===== src/rtl/pipeline_stall_controller.sv =====
// Stall/flush sequencer for the 5-stage pipeline: applies memory-wait, branch flush and
// RAW hazard stalls with fixed priority and keeps saturating stall/flush debug counters.
module pipeline_stall_controller #(
  parameter int MEM_TIMEOUT = 15,
  parameter int CNT_W       = 32
) (
  input  logic             clk,
  input  logic             rst_n,
  input  logic             Hazard_detected,
  input  logic             Branch_taken,
  input  logic             Mem_r_en,
  input  logic             Mem_w_en,
  input  logic             Sram_ready,
  input  logic             Clr_counters,
  output logic             Freeze_PC,
  output logic             Freeze_IF_ID,
  output logic             Freeze_ID_EXE,
  output logic             Freeze_EXE_MEM,
  output logic             Freeze_MEM_WB,
  output logic             Bubble_ID_EXE,
  output logic             Flush_IF_ID,
  output logic             Sram_start,
  output logic             Mem_timeout,
  output logic [CNT_W-1:0] Stall_count,
  output logic [CNT_W-1:0] Flush_count,
  output logic             state_dbg
);

  typedef enum logic {RUN = 1'b0, MEM_WAIT = 1'b1} state_t;

  localparam int WW = (MEM_TIMEOUT < 1) ? 1 : $clog2(MEM_TIMEOUT + 1);
  localparam logic [WW-1:0] WAIT_LIMIT = WW'(MEM_TIMEOUT);

  state_t        state;
  logic [WW-1:0] wait_cnt;
  logic          mem_req;
  logic          timeout_hit;
  logic          ready_hit;

  assign mem_req     = Mem_r_en | Mem_w_en;
  assign ready_hit   = (state == MEM_WAIT) && Sram_ready;
  // Sram_ready wins over a same-cycle timeout: the access completed in time.
  assign timeout_hit = (state == MEM_WAIT) && !Sram_ready && (wait_cnt == WAIT_LIMIT);
  assign state_dbg   = (state == MEM_WAIT);

  always_comb begin
    Freeze_PC      = 1'b0;
    Freeze_IF_ID   = 1'b0;
    Freeze_ID_EXE  = 1'b0;
    Freeze_EXE_MEM = 1'b0;
    Freeze_MEM_WB  = 1'b0;
    Bubble_ID_EXE  = 1'b0;
    Flush_IF_ID    = 1'b0;
    Sram_start     = 1'b0;
    if (rst_n) begin
      case (state)
        RUN: begin
          if (mem_req) begin
            Sram_start     = 1'b1;
            Freeze_PC      = 1'b1;
            Freeze_IF_ID   = 1'b1;
            Freeze_ID_EXE  = 1'b1;
            Freeze_EXE_MEM = 1'b1;
            Freeze_MEM_WB  = 1'b1;
          end else if (Branch_taken) begin
            Flush_IF_ID   = 1'b1;
            Bubble_ID_EXE = 1'b1;
          end else if (Hazard_detected) begin
            Freeze_PC     = 1'b1;
            Freeze_IF_ID  = 1'b1;
            Bubble_ID_EXE = 1'b1;
          end
        end
        MEM_WAIT: begin
          if (!ready_hit && !timeout_hit) begin
            Freeze_PC      = 1'b1;
            Freeze_IF_ID   = 1'b1;
            Freeze_ID_EXE  = 1'b1;
            Freeze_EXE_MEM = 1'b1;
            Freeze_MEM_WB  = 1'b1;
          end
        end
        default: ;
      endcase
    end
  end

  always_ff @(posedge clk or negedge rst_n) begin
    if (!rst_n) begin
      state       <= RUN;
      wait_cnt    <= '0;
      Mem_timeout <= 1'b0;
    end else begin
      case (state)
        RUN: begin
          if (mem_req) begin
            state    <= MEM_WAIT;
            wait_cnt <= '0;
          end
        end
        MEM_WAIT: begin
          if (ready_hit || timeout_hit) begin
            state <= RUN;
          end else begin
            wait_cnt <= wait_cnt + 1'b1;
          end
          if (timeout_hit) Mem_timeout <= 1'b1;
        end
        default: state <= RUN;
      endcase
    end
  end

  // Counters saturate at all-ones; a clear request beats a same-cycle increment.
  always_ff @(posedge clk or negedge rst_n) begin
    if (!rst_n) begin
      Stall_count <= '0;
      Flush_count <= '0;
    end else if (Clr_counters) begin
      Stall_count <= '0;
      Flush_count <= '0;
    end else begin
      if (Freeze_PC && (Stall_count != {CNT_W{1'b1}})) Stall_count <= Stall_count + 1'b1;
      if (Flush_IF_ID && (Flush_count != {CNT_W{1'b1}})) Flush_count <= Flush_count + 1'b1;
    end
  end

endmodule


===== config.mk =====
export PLATFORM = sky130hd
export DESIGN_NAME = pipeline_stall_controller
export DESIGN_NICKNAME = d
export VERILOG_FILES = /design/src/rtl/pipeline_stall_controller.sv
export SDC_FILE = /design/constraint.sdc
export NUM_CORES = 1
export LEC_CHECK = 0
export BUFFER_PORTS_ARGS = -buffer_cell sky130_fd_sc_hd__buf_2
export CAP_MARGIN = 0
export CORE_ASPECT_RATIO = 0.75
export CORE_MARGIN = 2
export CORE_UTILIZATION = 53
export DETAILED_ROUTE_END_ITERATION = 12
export GPL_TIMING_DRIVEN = 1
export PLACE_DENSITY = 0.86
export REMOVE_ABC_BUFFERS = 1
export SETUP_SLACK_MARGIN = 0.05
export SYNTH_ARGS = -nofsm -noshare
export SYNTH_HDL_FRONTEND = slang
export SYNTH_SLANG_ARGS = --single-unit

===== constraint.sdc =====
create_clock -name clk -period 6.8 [get_ports clk]
set_clock_uncertainty 0.1 [all_clocks]
set_input_delay 0.34 -clock clk [delete_from_list [all_inputs] [get_ports clk]]
set_output_delay 0.34 -clock clk [all_outputs]
set_load 0.03 [all_outputs]

==> metrics.md, run 1 <==
| Metric | Value |
|---|---|
| Status | `finished clean` |
| Static Leakage | `2.041 nW` |
| Hold Path Cell Cnt | `3` |
| DRT Pass-1 Iters | `7` |
| Most frequent CP cell | `buf_4` |
| Drt initial violations | `345` |
| CP Buf/Inv Count | `5` |
| Tmin final | `3.245 ns` |
| Top FF cell, synth | `dfrtp_1` |
| CTS root buf | `clkbuf_8` |
| Remaining Overflow, GRT | `0` |
| Critical path launch point type | `input pin` |
| Clock Pin Slew Worst Setup and Hold Paths | `0.08 ns` |
| Number of distinct library cells after synthesis | `48` |
| Vias per Instance | `6.364` |
| Inserted Clock Buffers | `9` |
| Mapped Cells | `463` |
| Finished Cell Area | `4875 sq um` |
| CP max stage delay | `0.71 ns` |
| Sequential area share after synthesis | `42.11%` |
| Total GRT Usage | `25.83%` |
| Clk Latency, worst-skew pair | `0.35 ns` |
| Vias in the first global route | `3654` |
| Htree depth | `3` |
| ANT nets after route | `0` |
| Worst-Margin Slew | `0.9675 ns` |
| Setup bufs post-CTS | `0` |
| Max Buffers Root-to-Sink | `2` |
| Area after DPL | `4608 sq um` |
| Final Cycle Share | `47.72%` |
| Initial antenna violation count | `0` |
| TNS Setup | `0 ns` |
| WL/cell | `16.81 microns` |
| Global-route wire length before repair | `17670 microns` |
| Final WL | `10760 microns` |
| Async SR Flop Fraction | `100.0%` |
| CTS Sinks | `70` |
| CP cell instances | `dlygate4sd3_1, buf_4, buf_4, o21ai_1, inv_1, buf_2` |
| F_max | `308.2 MHz` |
| Resized cells post-CTS | `0` |
| Rel. slew slack | `35.07%` |
| Setup violators final | `0` |
| Final Hold Viols | `0` |
| Hold endpoint | `Mem_timeout$_DFFE_PN0P_` |
| Critical path endpoint category | `primary output` |
| Max Slew Vio Count | `0` |
| DIE AREA | `8581 sq um` |
| Share of cells above drive strength 1 | `22.26%` |
| Die width | `106.3 microns` |
| CP Max Fanout | `76` |
| Die H | `80.73 microns` |
| Min-Delay Path Class | `input pin to flip-flop` |
| Synth area leader | `dfrtp_1` |
| Filler instances | `622` |
| WP data required | `6.36 ns` |
| Buffers on Ports | `81` |
| Ant diodes | `0` |
| Reg-to-Reg End | `Stall_count[28]$_DFFE_PN0P_` |
| EDFF count, synth | `0` |
| IO Count | `82` |
| Placeable core area | `7466 sq um` |
| Kind of cell adding the most delay to the critical path | `buffers and inverters` |
| VDD IR-drop max | `0.0001151 V` |
| RSZ-0062 raised after global routing | `no` |
| Via Count | `4073` |
| Avg Inst Size Synth | `8.985 sq um` |
| MaxCap Viol Count | `0` |
| PwrDens | `195.8 nW/um^2` |
| Initial core utilization | `55.72%` |
| Reg2reg start | `wait_cnt[0]$_DFFE_PN0P_` |
| Ranking of synthesized cells by area | `dfrtp_1 (42%), or4_1 (6.0%), a21oi_1 (5.5%)` |
| Synth Cell Area | `4160 sq um` |
| Post-DP HPWL | `7306 microns` |
| Synth warn | `0` |
| R2R depth | `6` |
| Gp weighted congestion | `0.9271` |
| Yosys top cell area share | `42.11%` |
| Largest net degree at the start of global routing | `78` |
| Hold Crit Start | `Sram_ready` |
| FP Rows | `27` |
| TritonCTS clock tree | `yes` |
| Top-count cell post-synth | `dfrtp_1` |
| Reg2reg setup slack | `3.86 ns` |
| Nets | `545` |
| CP Class | `input pin to primary output` |
| Synth Register Bits | `70` |
| DRC violations left | `0` |
| WP data arrival | `2.80 ns` |
| Leading cell types by count after synthesis | `dfrtp_1 (70), a21oi_1 (46), or4_1 (33)` |
| CP max-delay cell | `buf_4` |
| P&R area growth vs syn | `17.17%` |
-- report_power, final --
part           internal, mW  leakage [nW]  switching, mW
logic                0.0240         0.946         0.0639
registers             0.425         0.973         0.0117
clock network         0.264         0.122          0.166
total                 0.713          2.04          0.242
-- cell families after synthesis --
kind of cell,Yosys count,synth area share [%]
xor+xnor,5,1.053
compound gates,118,18.32
simple gates,212,29.77
mux,13,3.459
fa+ha+maj,3,0.9024
buf+inv,42,4.391
flops,70,42.11
-- metrics by stage --
step           setup WS (ns)  total power, mW  util, %  cells  hold slack [ns]
2_1_floorplan          2.940           0.4925        -    437         -0.05559
3_3_place_gp           3.962           0.5293    61.72    623          0.04287
3_5_place_dp           3.901           0.5321    61.72    623          0.04484
4_1_cts                3.443           0.9600    65.29    640           0.2089
5_1_grt                3.198           0.9853    65.29    640           0.2326
6_report               3.555           0.9545    65.29    640           0.2202
-- per-layer routing --
metal	up-vias	GRT usage [%]	share of wire [%]
met5	-	0	0
met4	0	7.105	0.76
met3	12	7.549	7.4
met2	160	38.91	46
met1	2000	36.45	46
li1	1901	-	-
-- worst min-delay path, delay by kind of cell --
| kind | cells | cell delay [ns] |
|---|---|---|
| compound gates | 1 | 0.07 |
| simple gates | 1 | 0.15 |
| buf+inv | 1 | 0.08 |
-- area by class of cell --
type | instances | area (sq um) | area share [%]
timing repair buffer | 86 | 447.9 | 9.189
multi-input combinational | 351 | 2232 | 45.79
clock buffer | 11 | 151.4 | 3.106
inverter | 16 | 60.06 | 1.232
sequential | 70 | 1752 | 35.93
clock inverter | 5 | 105.1 | 2.156
tap | 101 | 126.4 | 2.592
-- layout by cell type (no fill, tap or decap), types with 16 or more instances in the layout --
master	n
a21oi_1	46
nor2_1	31
o31ai_1	30
buf_2	80
dfrtp_1	70
nand2_1	28
or4_1	33
o21ai_0	21
nand4_1	18
nand3_1	19
inv_1	16
-- worst max-delay path by stage --
| stage | end | depth (start not counted) | start | slack (ns) |
|---|---|---|---|---|
| floorplan | Stall_count[15]$_DFFE_PN0P_ | 6 | Stall_count[0]$_DFFE_PN0P_ | 2.94 |
| global placement | Stall_count[28]$_DFFE_PN0P_ | 5 | rst_n | 3.96 |
| detailed placement | Stall_count[28]$_DFFE_PN0P_ | 5 | rst_n | 3.90 |
| CTS | Freeze_IF_ID | 6 | rst_n | 3.44 |
| global route | Freeze_IF_ID | 6 | rst_n | 3.20 |
| finish | Freeze_IF_ID | 6 | rst_n | 3.56 |
-- timing repair --
item | 4_1_cts | 5_1_grt
hold buffers | 1 | 0
hold endpoints to repair | 2 | 0
setup endpoints to repair | 0 | 0
-- flip-flops by register name, indices dropped and copies added (netlist names) --
signal,flops
Stall_count,32
wait_cnt,4
Flush_count,32
Mem_timeout,1
state_dbg,1
Note: power is estimated with default switching activity, not from simulation.
==> run 2: changes to the inputs <==
- clock period: 6.8 -> 3.12 ns (I/O delays scaled with it)
==> metrics.md, run 2 (synthesis results as in run 1) <==
| Metric | Value |
|---|---|
| Status | `finished clean` |
| Final Hold Viols | `0` |
| Die H | `80.73 microns` |
| Wire length on met3 | `672 microns` |
| F_max | `355.9 MHz` |
| Inserted Clock Buffers | `9` |
| Buffers on Ports | `81` |
| Max Slew Vio Count | `0` |
| Sequential power share | `52.8%` |
| WL/cell | `17.01 microns` |
| Min-Delay Path Class | `input pin to flip-flop` |
| Global-route wire length before repair | `17890 microns` |
| Final worst slack | `0.3103 ns` |
| Static Leakage | `2.030 nW` |
| Initial antenna violation count | `0` |
| Vias in the first global route | `3740` |
| DRT Pass-1 Iters | `4` |
| Switching Fraction | `28.04%` |
| TNS Setup | `0 ns` |
| Met2 wire len | `5059 microns` |
| Max Used Layer | `met4` |
| Most common cell after layout, fill and taps aside | `buf_2` |
| Htree depth | `3` |
| Combinational share of power | `10.9%` |
| Gp weighted congestion | `0.9581` |
| Power, Total | `1.805 mW` |
| Tmin final | `2.810 ns` |
| Finished Cell Area | `4817 sq um` |
| Nets | `550` |
| Clock network power share | `36.3%` |
| Reg2reg start | `state_dbg$_DFF_PN0_` |
| P&R area growth vs syn | `15.79%` |
| PwrDens | `374.8 nW/um^2` |
| Rel. slew slack | `34.54%` |
| ANT nets after route | `0` |
| Fin cells | `642` |
| MaxCap Viol Count | `0` |
| Psw | `506.2 uW` |
| Cell Int Power | `1.299 mW` |
| Largest net degree at the start of global routing | `78` |
| Reg2reg setup slack | `0.51 ns` |
| TritonCTS clock tree | `yes` |
| Placeable core area | `7466 sq um` |
| CP Class | `flip-flop to primary output` |
| Resized cells post-CTS | `0` |
| Ant diodes | `0` |
| WP data arrival | `2.55 ns` |
| R2R depth | `5` |
| RSZ-0062 raised after global routing | `no` |
| Share of cells above drive strength 1 | `22.55%` |
| CP Max Fanout | `16` |
| FP Rows | `27` |
| Hold slack | `0.03557 ns` |
| Placed insts | `628` |
| Die width | `106.3 microns` |
| CP cell instances | `ha_1, nand3_1, nor2b_1, buf_4, o21ai_1, inv_1, buf_2` |
| Place WS | `0.5274 ns` |
| Final WL | `10920 microns` |
| Layout Utilization | `64.52%` |
| Hold endpoint | `Mem_timeout$_DFFE_PN0P_` |
| IO Count | `82` |
| Drt initial violations | `348` |
| Critical path launch point type | `flip-flop` |
| Hold Crit Start | `Sram_ready` |
| Setup bufs post-CTS | `0` |
| Post-DP HPWL | `7609 microns` |
| Hold Path Cell Cnt | `3` |
| Max Buffers Root-to-Sink | `2` |
| Vias per Instance | `6.388` |
| CTS Sinks | `70` |
| Largest regs | `Flush_count (32), Stall_count (32), wait_cnt (4)` |
| Filler instances | `615` |
| CP max stage delay | `0.77 ns` |
| VDD IR-drop max | `0.0002639 V` |
| DIE AREA | `8581 sq um` |
| Initial core utilization | `55.72%` |
| Setup violators final | `0` |
| Final Cycle Share | `90.05%` |
| Remaining Overflow, GRT | `0` |
| Reg-to-Reg End | `Flush_count[20]$_DFFE_PN0P_` |
| WP data required | `2.86 ns` |
| Total GRT Usage | `26.11%` |
| Via Count | `4101` |
| CP max-delay cell | `o21ai_1` |
| CTS root buf | `clkbuf_8` |
| Critical path endpoint category | `primary output` |
| Met1 Wirelength | `5028 microns` |
| Commonest non-fill, non-tap cells in the layout | `buf_2 (80), dfrtp_1 (70), a21oi_1 (46)` |
| Worst-Margin Slew | `0.9754 ns` |
| Clock Pin Slew Worst Setup and Hold Paths | `0.08 ns` |
| Area after DPL | `4646 sq um` |
| Clk Latency, worst-skew pair | `0.35 ns` |
| DRC violations left | `0` |
[run 2: changes by cell type in the layout (fill, tap and decap cells not counted)]
| cell | before | now |
|---|---|---|
| buf_4 | 5 | 10 |
| bufinv_16 | 3 | 0 |
| clkinv_2 | 0 | 2 |
| clkinvlp_4 | 2 | 0 |
[run 2: worst max-delay path, delay by kind of cell (launching register included)]
kind	cells	cell delay [ns]
flops	1	0.39
simple gates	2	0.26
compound gates	1	0.77
fa+ha+maj	1	0.19
buf+inv	3	0.61
[run 2: area by class of cell]
class	instances	area, sq um	share of cell area [%]
clock buffers	11	151.4	3.143
clock inverters	2	10.01	0.2078
inverters	16	60.06	1.247
multi-input cells	351	2232	46.34
flip-flops and latches	70	1752	36.36
well taps	101	126.4	2.623
repair buffers	91	485.5	10.08
[run 2: what timing repair did]
item,in CTS,in global routing
hold endpoints to repair,40,0
hold buffers,1,0
endpoints found under the setup margin,0,0
[run 2: routing by layer]
| layer | vias to the layer above | global-route usage (%) |
|---|---|---|
| met4 | 0 | 8.684 |
| li1 | 1906 | - |
| met5 | - | 0 |
| met3 | 17 | 5.682 |
| met2 | 148 | 40.26 |
| met1 | 2030 | 36.76 |
[run 2: power groups by stage]
stage          Clock [mW]  Sequential [mW]  Combinational [mW]
6_report            0.656            0.953               0.197
5_1_grt             0.698            0.955               0.216
4_1_cts             0.663            0.952               0.198
3_5_place_dp            0            0.970               0.196
3_3_place_gp            0            0.966               0.192
2_1_floorplan           0            0.977              0.0959
[run 2: how the worst max path moves through the flow]
| stage | start | endpoint | slack [ns] | depth (start not counted) |
|---|---|---|---|---|
| 2_1_floorplan | Stall_count[0]$_DFFE_PN0P_ | Stall_count[15]$_DFFE_PN0P_ | -0.74 | 6 |
| 3_3_place_gp | state_dbg$_DFF_PN0_ | Flush_count[20]$_DFFE_PN0P_ | 0.61 | 5 |
| 3_5_place_dp | state_dbg$_DFF_PN0_ | Flush_count[20]$_DFFE_PN0P_ | 0.53 | 5 |
| 4_1_cts | wait_cnt[0]$_DFFE_PN0P_ | Freeze_PC | 0.31 | 7 |
| 5_1_grt | wait_cnt[0]$_DFFE_PN0P_ | Freeze_PC | 0.15 | 7 |
| 6_report | wait_cnt[0]$_DFFE_PN0P_ | Freeze_PC | 0.31 | 7 |
